$ cat config.mk
export PLATFORM = sky130hd
export DESIGN_NAME = pipelined_divider_hs
export DESIGN_NICKNAME = d
export VERILOG_FILES = /design/src/rtl/pipelined_divider_hs.sv
export SDC_FILE = /design/constraint.sdc
export NUM_CORES = 1
export LEC_CHECK = 0
export CAP_MARGIN = 10
export CORE_MARGIN = 3
export CORE_UTILIZATION = 63
export DETAILED_ROUTE_END_ITERATION = 6
export PLACE_DENSITY = 0.8
export SETUP_SLACK_MARGIN = 0.2
export SLEW_MARGIN = 20
export SYNTH_ARGS = -nofsm -noshare
export SYNTH_HDL_FRONTEND = slang
export SYNTH_SLANG_ARGS = --single-unit
$ cat constraint.sdc
create_clock -name clk_in -period 7.24 [get_ports clk_in]
set_clock_uncertainty 0.15 [all_clocks]
set_input_delay 1.086 -clock clk_in [delete_from_list [all_inputs] [get_ports clk_in]]
set_output_delay 1.086 -clock clk_in [all_outputs]
set_load 0.05 [all_outputs]
$ cat src/rtl/pipelined_divider_hs.sv
// Pipelined unsigned restoring divider with valid/ready handshakes and a sideband tag.
// Define DIVIDER_REMAINDER_EN to carry the remainder to remainder_out; otherwise it is tied to 0.
module pipelined_divider_hs #(
    parameter int unsigned WIDTH          = 16,
    parameter int unsigned BITS_PER_STAGE = 2,
    parameter int unsigned TAG_WIDTH      = 8
) (
    input  logic                 clk_in,
    input  logic                 rst_n_in,
    input  logic [WIDTH-1:0]     dividend_in,
    input  logic [WIDTH-1:0]     divisor_in,
    input  logic [TAG_WIDTH-1:0] tag_in,
    input  logic                 valid_in,
    output logic                 ready_out,
    output logic [WIDTH-1:0]     quotient_out,
    output logic [WIDTH-1:0]     remainder_out,
    output logic                 div_zero_out,
    output logic [TAG_WIDTH-1:0] tag_out,
    output logic                 valid_out,
    input  logic                 ready_in
);

    localparam int unsigned LAT        = (WIDTH + BITS_PER_STAGE - 1) / BITS_PER_STAGE;
    localparam int unsigned LAST_STEPS = WIDTH - (LAT - 1) * BITS_PER_STAGE;

`ifdef DIVIDER_REMAINDER_EN
    localparam bit KEEP_REM = 1'b1;
`else
    localparam bit KEEP_REM = 1'b0;
`endif

    logic                 stall;
    logic                 accept_en_q;
    logic                 v_q   [LAT];
    logic [WIDTH:0]       p_q   [LAT];
    logic [WIDTH-1:0]     dq_q  [LAT];
    logic [WIDTH-1:0]     dv_q  [LAT];
    logic [TAG_WIDTH-1:0] tag_q [LAT];
    logic                 dz_q  [LAT];

    // dq holds the unconsumed dividend bits at the top and the quotient bits shifted in at the bottom.
    function automatic logic [2*WIDTH:0] div_steps(
        input logic [WIDTH:0]   p,
        input logic [WIDTH-1:0] dq,
        input logic [WIDTH-1:0] dv,
        input int unsigned      n
    );
        logic [WIDTH:0]   pp;
        logic [WIDTH:0]   t;
        logic [WIDTH-1:0] qq;
        pp = p;
        qq = dq;
        for (int unsigned k = 0; k < BITS_PER_STAGE; k++) begin
            if (k < n) begin
                t  = {pp[WIDTH-1:0], qq[WIDTH-1]};
                qq = {qq[WIDTH-2:0], 1'b0};
                if (t >= {1'b0, dv}) begin
                    t     = t - {1'b0, dv};
                    qq[0] = 1'b1;
                end
                pp = t;
            end
        end
        return {pp, qq};
    endfunction

    // ready_out stays low until the first edge after reset release.
    always_ff @(posedge clk_in or negedge rst_n_in) begin
        if (!rst_n_in) accept_en_q <= 1'b0;
        else           accept_en_q <= 1'b1;
    end

    assign stall     = v_q[LAT-1] && !ready_in;
    assign ready_out = accept_en_q && !stall;

    for (genvar s = 0; s < LAT; s++) begin : g_stage
        logic                 v_src;
        logic                 dz_src;
        logic [WIDTH:0]       p_src;
        logic [WIDTH-1:0]     dq_src;
        logic [WIDTH-1:0]     dv_src;
        logic [TAG_WIDTH-1:0] tag_src;
        logic [2*WIDTH:0]     nxt;

        if (s == 0) begin : g_head
            assign v_src   = valid_in && ready_out;
            assign p_src   = '0;
            assign dq_src  = dividend_in;
            assign dv_src  = divisor_in;
            assign tag_src = tag_in;
            assign dz_src  = (divisor_in == '0);
        end else begin : g_body
            assign v_src   = v_q[s-1];
            assign p_src   = p_q[s-1];
            assign dq_src  = dq_q[s-1];
            assign dv_src  = dv_q[s-1];
            assign tag_src = tag_q[s-1];
            assign dz_src  = dz_q[s-1];
        end

        assign nxt = div_steps(p_src, dq_src, dv_src,
                               (s == LAT - 1) ? LAST_STEPS : BITS_PER_STAGE);

        always_ff @(posedge clk_in or negedge rst_n_in) begin
            if (!rst_n_in) begin
                v_q[s]   <= 1'b0;
                dq_q[s]  <= '0;
                dv_q[s]  <= '0;
                tag_q[s] <= '0;
                dz_q[s]  <= 1'b0;
            end else if (!stall) begin
                v_q[s]   <= v_src;
                dq_q[s]  <= nxt[WIDTH-1:0];
                dv_q[s]  <= dv_src;
                tag_q[s] <= tag_src;
                dz_q[s]  <= dz_src;
            end
        end

        // The last stage keeps the partial remainder only when it is exported.
        if (KEEP_REM || (s < LAT - 1)) begin : g_rem
            always_ff @(posedge clk_in or negedge rst_n_in) begin
                if (!rst_n_in)   p_q[s] <= '0;
                else if (!stall) p_q[s] <= nxt[2*WIDTH:WIDTH];
            end
        end else begin : g_no_rem
            assign p_q[s] = '0;
        end
    end

    assign valid_out     = v_q[LAT-1];
    assign quotient_out  = dq_q[LAT-1];
    assign remainder_out = p_q[LAT-1][WIDTH-1:0];
    assign div_zero_out  = dz_q[LAT-1];
    assign tag_out       = tag_q[LAT-1];

endmodule

==> results of run 1 <==
sequential cells by signal, indices dropped and copies added, names as in the netlist:
name and count:
g_stage.dq_src 112, g_stage.dv_src 112, g_stage.p_src 112, g_stage.tag_src 56, quotient_out 16, tag_out 8, g_stage.dz_src 7, g_stage.v_src 7
accept_en_q 1, div_zero_out 1, valid_out 1
stage by stage:
step | instances | cell area [um^2] | worst slack [ps]
floorplan | 3484 | 29200 | 2140
global placement | 4034 | 30200 | 1290
detailed placement | 4034 | 30200 | 1160
CTS | 4122 | 31900 | 1150
global route | 4122 | 31900 | 816
finish | 4122 | 31900 | 1270
worst max-delay path by stage:
stage	from	slack (ps)	cells past startpoint	end
after floorplan	g_stage[5].dv_src[1]	2140	20	g_stage[6].p_src[12]
after global placement	g_stage[5].dv_src[1]	1290	18	g_stage[6].p_src[12]
after detailed placement	g_stage[5].dv_src[1]	1160	18	g_stage[6].p_src[12]
after CTS	g_stage[5].dv_src[1]	1150	18	g_stage[6].p_src[12]
after global routing	g_stage[4].dv_src[1]	820	19	g_stage[5].p_src[11]
final	g_stage[6].dv_src[1]	1270	20	g_stage[7].p_src[12]
tightest hold or removal path, stage by stage (launching register included):
cell	delay (ps)
dfrtp_1	350
nand2_1	50
nand2_1	60
Yosys cell counts (18+ instances only):
| library cell | count | area (um^2) |
|---|---|---|
| dfrtp_1 | 433 | 10800 |
| inv_1 | 202 | 758 |
| and2_1 | 25 | 156 |
| mux2_1 | 22 | 248 |
| nand2b_1 | 23 | 144 |
| nor3_1 | 49 | 245 |
| nor2_1 | 226 | 848 |
| nand4_1 | 35 | 219 |
| a31oi_1 | 24 | 150 |
| nand3_1 | 58 | 290 |
| ha_1 | 242 | 3030 |
| o21ai_1 | 25 | 125 |
| a21oi_1 | 235 | 1180 |
| xnor2_1 | 120 | 1050 |
| buf_4 | 22 | 165 |
| clkbuf_1 | 91 | 342 |
| o21a_1 | 35 | 263 |
| o211ai_1 | 19 | 143 |
| or3_1 | 22 | 138 |
| nand2_1 | 822 | 3090 |
| mux2i_1 | 79 | 791 |
| a21o_1 | 61 | 458 |
| o21bai_1 | 18 | 135 |
| nor2b_1 | 26 | 163 |
| o21ai_0 | 217 | 1090 |
| xor2_1 | 43 | 377 |
| mux2_2 | 45 | 507 |
layout make-up:
| class | count | area (um^2) | area share [%] |
|---|---|---|---|
| multi-input combinational | 2706 | 17000 | 53.2 |
| sequential | 433 | 10800 | 34.0 |
| clock buffer | 67 | 1350 | 4.24 |
| timing repair buffer | 92 | 921 | 2.89 |
| inverter | 203 | 762 | 2.39 |
| tap | 600 | 751 | 2.35 |
| clock inverter | 21 | 324 | 1.02 |
per-layer routing:
layer | part of all wire (%) | routed length [um]
met5 | 0 | 0
met4 | 2.7 | 1990
met3 | 4.5 | 3230
met2 | 48 | 34500
met1 | 45 | 32700
logic make-up (layout without fill, tap and decap cells):
logic type / count (synthesis) / count (layout) / share of synthesized area, %
AOI/OAI and AO/OA: 772 / 772 / 16.4
xor gates and xnor gates: 163 / 163 / 4.91
adders and majority gates: 256 / 256 / 11.4
buffers and inverters: 345 / 383 / 4.86
DFF: 433 / 433 / 37.2
muxes: 146 / 146 / 5.31
other: 2 / 17 / 0.0258
and+or+nand+nor: 1352 / 1352 / 19.9
==> impl_metrics.env, run 1 <==
export IMPL_status="completed"
export IMPL_grt_max_degree=204
export IMPL_area_growth_pct=9.63
export IMPL_crit_chain="inv_1 > ha_1 > nor2b_1 > o211a_1 > o21a_1 > a21oi_2 > a21oi_2 > nor2_2 > mux2_2 > ha_1 > and3_1 > o21ai_1 > and3_1 > o31ai_1 > nand2b_1 > a311oi_1 > a2111oi_4 > buf_4 > and2_1 > a221o_1"
export IMPL_min_delay_path_depth=2
export IMPL_cts_buffer_depth=3
export IMPL_netlist_area_um2=29100
export IMPL_synth_edf_count=0
export IMPL_synth_seq_area_share_pct=37.2
export IMPL_worst_r2r_startpoint="g_stage[6].dv_src[1]"
export IMPL_synth_warnings=0
export IMPL_diodes=0
export IMPL_ant_nets=0
export IMPL_hold_buffers=0
export IMPL_netlist_instances=3469
export IMPL_r2r_cells=20
export IMPL_maxCapViolCount=0
export IMPL_r2r_slack_ps=1270
export IMPL_cp_top_family="compound AO/OA/AOI/OAI gates"
export IMPL_rsz0062_at_grt="no"
export IMPL_antenna_found_initial=0
export IMPL_rows=78
export IMPL_worstSkewPairLatency_ps=610
export IMPL_grt_util_all_layers_pct=29.3
export IMPL_overflow=0
export IMPL_max_freq_mhz=167
export IMPL_cp_end_kind="flop"
export IMPL_synth_async_reset_ratio_pct=100
export IMPL_critPathKind="flop to flop"
export IMPL_finalSetupViolCount=0
export IMPL_hold_path_class="flop to flop"
export IMPL_tightest_slew_ps=1100
export IMPL_fill_cells=3694
export IMPL_finish_utilization_pct=70.2
export IMPL_hold_viol_final=0
export IMPL_die_h_um=221
export IMPL_hold_start="g_stage[5].tag_src[7]"
export IMPL_ioPinCount=87
export IMPL_drive_above_1_share_pct=5.14
export IMPL_portBuffers=70
export IMPL_use_met2_pct=48.8
export IMPL_finalSetupTns_ps=0
export IMPL_dp_hpwl_um=53400
export IMPL_clock_sinks=433
export IMPL_cts_resized=0
export IMPL_hold_end="g_stage[6].tag_src[7]"
export IMPL_first_pass_iters=7
export IMPL_busiest_layer="met2"
export IMPL_grt_use_met1_pct=40.3
export IMPL_synth_cell_types=93
export IMPL_critPathLaunchType="flop"
export IMPL_slew_headroom_pct=26.5
export IMPL_layout_nets=3783
export IMPL_layout_common_cells="nand2_1 (822), dfrtp_1 (433), ha_1 (242), a21oi_1 (235), nor2_1 (226)"
export IMPL_viasPerCell=5.90
export IMPL_grt_first_pass_wirelength_um=120000
export IMPL_post_route_period_util_pct=82.5
export IMPL_timing_rr_end="g_stage[7].p_src[12]"
export IMPL_die_w_um=221
export IMPL_avgSynthCellArea_um2=8.39
export IMPL_num_vias=24300
export IMPL_whs_ps=307
export IMPL_cp_buffers_inverters=2
export IMPL_arrival_ps=6310
export IMPL_slowest_stage="o31ai_1"
export IMPL_tritoncts="done"
export IMPL_drt_wl_total_um=72400
export IMPL_start_util_pct=64.0
export IMPL_clk_pin_slew_ps=60
export IMPL_cts_root_buf="clkbuf_16"
export IMPL_drc=0
export IMPL_path_max_fanout=22
export IMPL_final_max_slew_viol_count=0
export IMPL_min_period_ps=5970
export IMPL_core_area_um2=45500
export IMPL_h_tree_depth=2
export IMPL_numCtsBuffers=47
export IMPL_drt_iter0_drc=1927
export IMPL_yosys_register_bits=433
export IMPL_place_congestion=0.933
export IMPL_ys_flop_type="dfrtp_1"
export IMPL_required_ps=7570
export IMPL_cts_setup_buffers=0
export IMPL_mostFrequentLayoutCell="nand2_1"
export IMPL_grt_pass1_vias=23700
export IMPL_cpPeakStageDelay_ps=510
export IMPL_die_area_um2=48800
export IMPL_wl_per_cell_um=17.6
export IMPL_grtUsageMet3_pct=3.78
Power of run 1 is not shown: default switching activity piles up to over one toggle a cycle in this logic, so the estimate is an artifact.
==> run 2, diff against run 1 <==
- CORE_UTILIZATION: 63 -> 57
- PLACE_DENSITY: 0.8 -> 0.77
- clock period: 7.24 -> 4.85 ns (I/O delays scaled with it)
==> run 2 against run 1 <==
  * The flow now finishes with violations (hold timing, setup timing)
  * Register-to-register slack lost 1300 ps
  * Setup slack lost 1300 ps
  * Global-route usage shrank 1.0 points
  * Via count grew 8.4%
  * Design area grew 16%
==> impl_metrics.env, run 2 (same netlist as run 1, synthesis figures left out) <==
export IMPL_timing_rr_end="g_stage[2].p_src[0]"
export IMPL_hold_viol_final=7
export IMPL_overflow=0
export IMPL_start_util_pct=57.9
export IMPL_tritoncts="done"
export IMPL_area_growth_pct=27.5
export IMPL_drt_wl_total_um=82400
export IMPL_diodes=0
export IMPL_cpPeakStageDelay_ps=390
export IMPL_hold_path_class="primary input to asynchronous set/reset pin"
export IMPL_worst_r2r_startpoint="g_stage[1].dv_src[8]"
export IMPL_drive_above_1_share_pct=21.6
export IMPL_viasPerCell=5.77
export IMPL_grt_pass1_vias=25100
export IMPL_r2r_cells=21
export IMPL_worstSkewPairLatency_ps=620
export IMPL_grt_util_all_layers_pct=28.2
export IMPL_grt_max_degree=184
export IMPL_dp_hpwl_um=55100
export IMPL_post_route_period_util_pct=101
export IMPL_critPathKind="flop to flop"
export IMPL_portBuffers=70
export IMPL_tightest_slew_ps=998
export IMPL_rows=82
export IMPL_placed_area_um2=32500
export IMPL_numCtsBuffers=49
export IMPL_max_freq_mhz=205
export IMPL_cts_root_buf="clkbuf_16"
export IMPL_rsz0062_at_grt="yes"
export IMPL_crit_chain="inv_2 > ha_4 > a21oi_1 > o21ai_1 > a211oi_2 > a32oi_1 > buf_4 > buf_4 > a21oi_4 > ha_4 > nor2b_2 > o31a_1 > o41a_1 > o21a_1 > a31oi_4 > a211oi_2 > a211oi_4 > buf_4 > buf_12 > mux2i_1 > mux2_4"
export IMPL_ant_nets=0
export IMPL_final_cell_area_um2=37100
export IMPL_antenna_found_initial=0
export IMPL_slowest_stage="dfrtp_1"
export IMPL_setup_slack_ps=-26.3
export IMPL_failed_checks="hold timing, setup timing"
export IMPL_fill_cells=3537
export IMPL_layout_nets=4161
export IMPL_slew_headroom_pct=33.4
export IMPL_arrival_ps=5220
export IMPL_maxCapViolCount=0
export IMPL_final_max_slew_viol_count=0
export IMPL_min_period_ps=4880
export IMPL_mostFrequentLayoutCell="nand2_1"
export IMPL_drc=0
export IMPL_h_tree_depth=2
export IMPL_r2r_slack_ps=-30
export IMPL_die_w_um=232
export IMPL_finalSetupViolCount=3
export IMPL_path_max_fanout=6
export IMPL_core_area_um2=50300
export IMPL_die_area_um2=53800
export IMPL_num_vias=26300
export IMPL_critPathLaunchType="flop"
export IMPL_clock_sinks=433
export IMPL_status="complete, but fails checks"
export IMPL_drt_iter0_drc=2021
export IMPL_path_common_cell="buf_4"
export IMPL_grt_first_pass_wirelength_um=124000
export IMPL_wl_per_cell_um=18.0
export IMPL_whs_ps=-11.8
export IMPL_die_h_um=232
export IMPL_hold_buffers=0
export IMPL_ioPinCount=87
export IMPL_first_pass_iters=5
export IMPL_place_congestion=0.947
export IMPL_clk_pin_slew_ps=60
export IMPL_required_ps=5200
export IMPL_finalSetupTns_ps=-35.5
export IMPL_seq_area_um2=10800
export IMPL_cts_buffer_depth=3
export IMPL_cp_end_kind="flop"
export IMPL_multi_input_area_um2=18800
export IMPL_layout_common_cells="nand2_1 (819), dfrtp_1 (429), buf_4 (344), nor2_1 (220), a21oi_1 (201)"
==> run 2: layer usage <==
metal / global-route usage [%] / routed length (um) / up-vias
li1: - / - / 12700
met1: 36.3 / 34000 / 12700
met2: 48.6 / 41300 / 723
met3: 3.43 / 3540 / 252
met4: 11.2 / 3590 / 0
met5: 0 / 0 / -
==> run 2: metrics by stage <==
| step | instances | utilization, % | setup WS (ps) |
|---|---|---|---|
| floorplan | 3484 | - | -55.4 |
| global placement | 4351 | 64.7 | -35.0 |
| detailed placement | 4351 | 64.7 | -123 |
| CTS | 4476 | 69.4 | 7.04 |
| global route | 4567 | 73.8 | -168 |
| finish | 4567 | 73.8 | -26.3 |
==> run 2: final cells by class <==
| type | instances | share of cell area (%) |
|---|---|---|
| clock buffer | 62 | 3.54 |
| sequential | 433 | 29.2 |
| tap | 672 | 2.27 |
| clock inverter | 23 | 0.954 |
| multi-input combinational | 2706 | 50.7 |
| inverter | 203 | 2.05 |
| timing repair buffer | 468 | 11.2 |
==> run 2: timing repair <==
item | in CTS | in global routing
cloned | 3 | 4
pin swaps | 41 | 135
setup endpoints to repair | 80 | 102
buffers inserted | 37 | 87
gates resized for setup | 66 | 304
==> run 2: worst max-delay path by stage <==
stage                          from                    to  slack [ps]  depth (start not counted)
2_1_floorplan  g_stage[5].dv_src[1]  g_stage[6].p_src[12]         -60                         21
3_3_place_gp   g_stage[2].dv_src[8]   g_stage[3].p_src[0]         -30                         20
3_5_place_dp   g_stage[2].dv_src[8]   g_stage[3].p_src[0]        -120                         20
4_1_cts        g_stage[2].dv_src[6]   g_stage[3].p_src[0]           7                         21
5_1_grt        g_stage[2].dv_src[6]   g_stage[3].p_src[0]        -170                         21
6_report       g_stage[1].dv_src[8]   g_stage[2].p_src[0]         -30                         21
==> run 2: worst max-delay path, delay by kind of cell (launching register included) <==
kind            cells  cell delay, ps
buf+inv             5             740
flops               1             390
fa+ha+maj           2             460
mux                 2             340
compound gates     11            2510
simple gates        1             180
Power of run 2 is left out for the same reason.
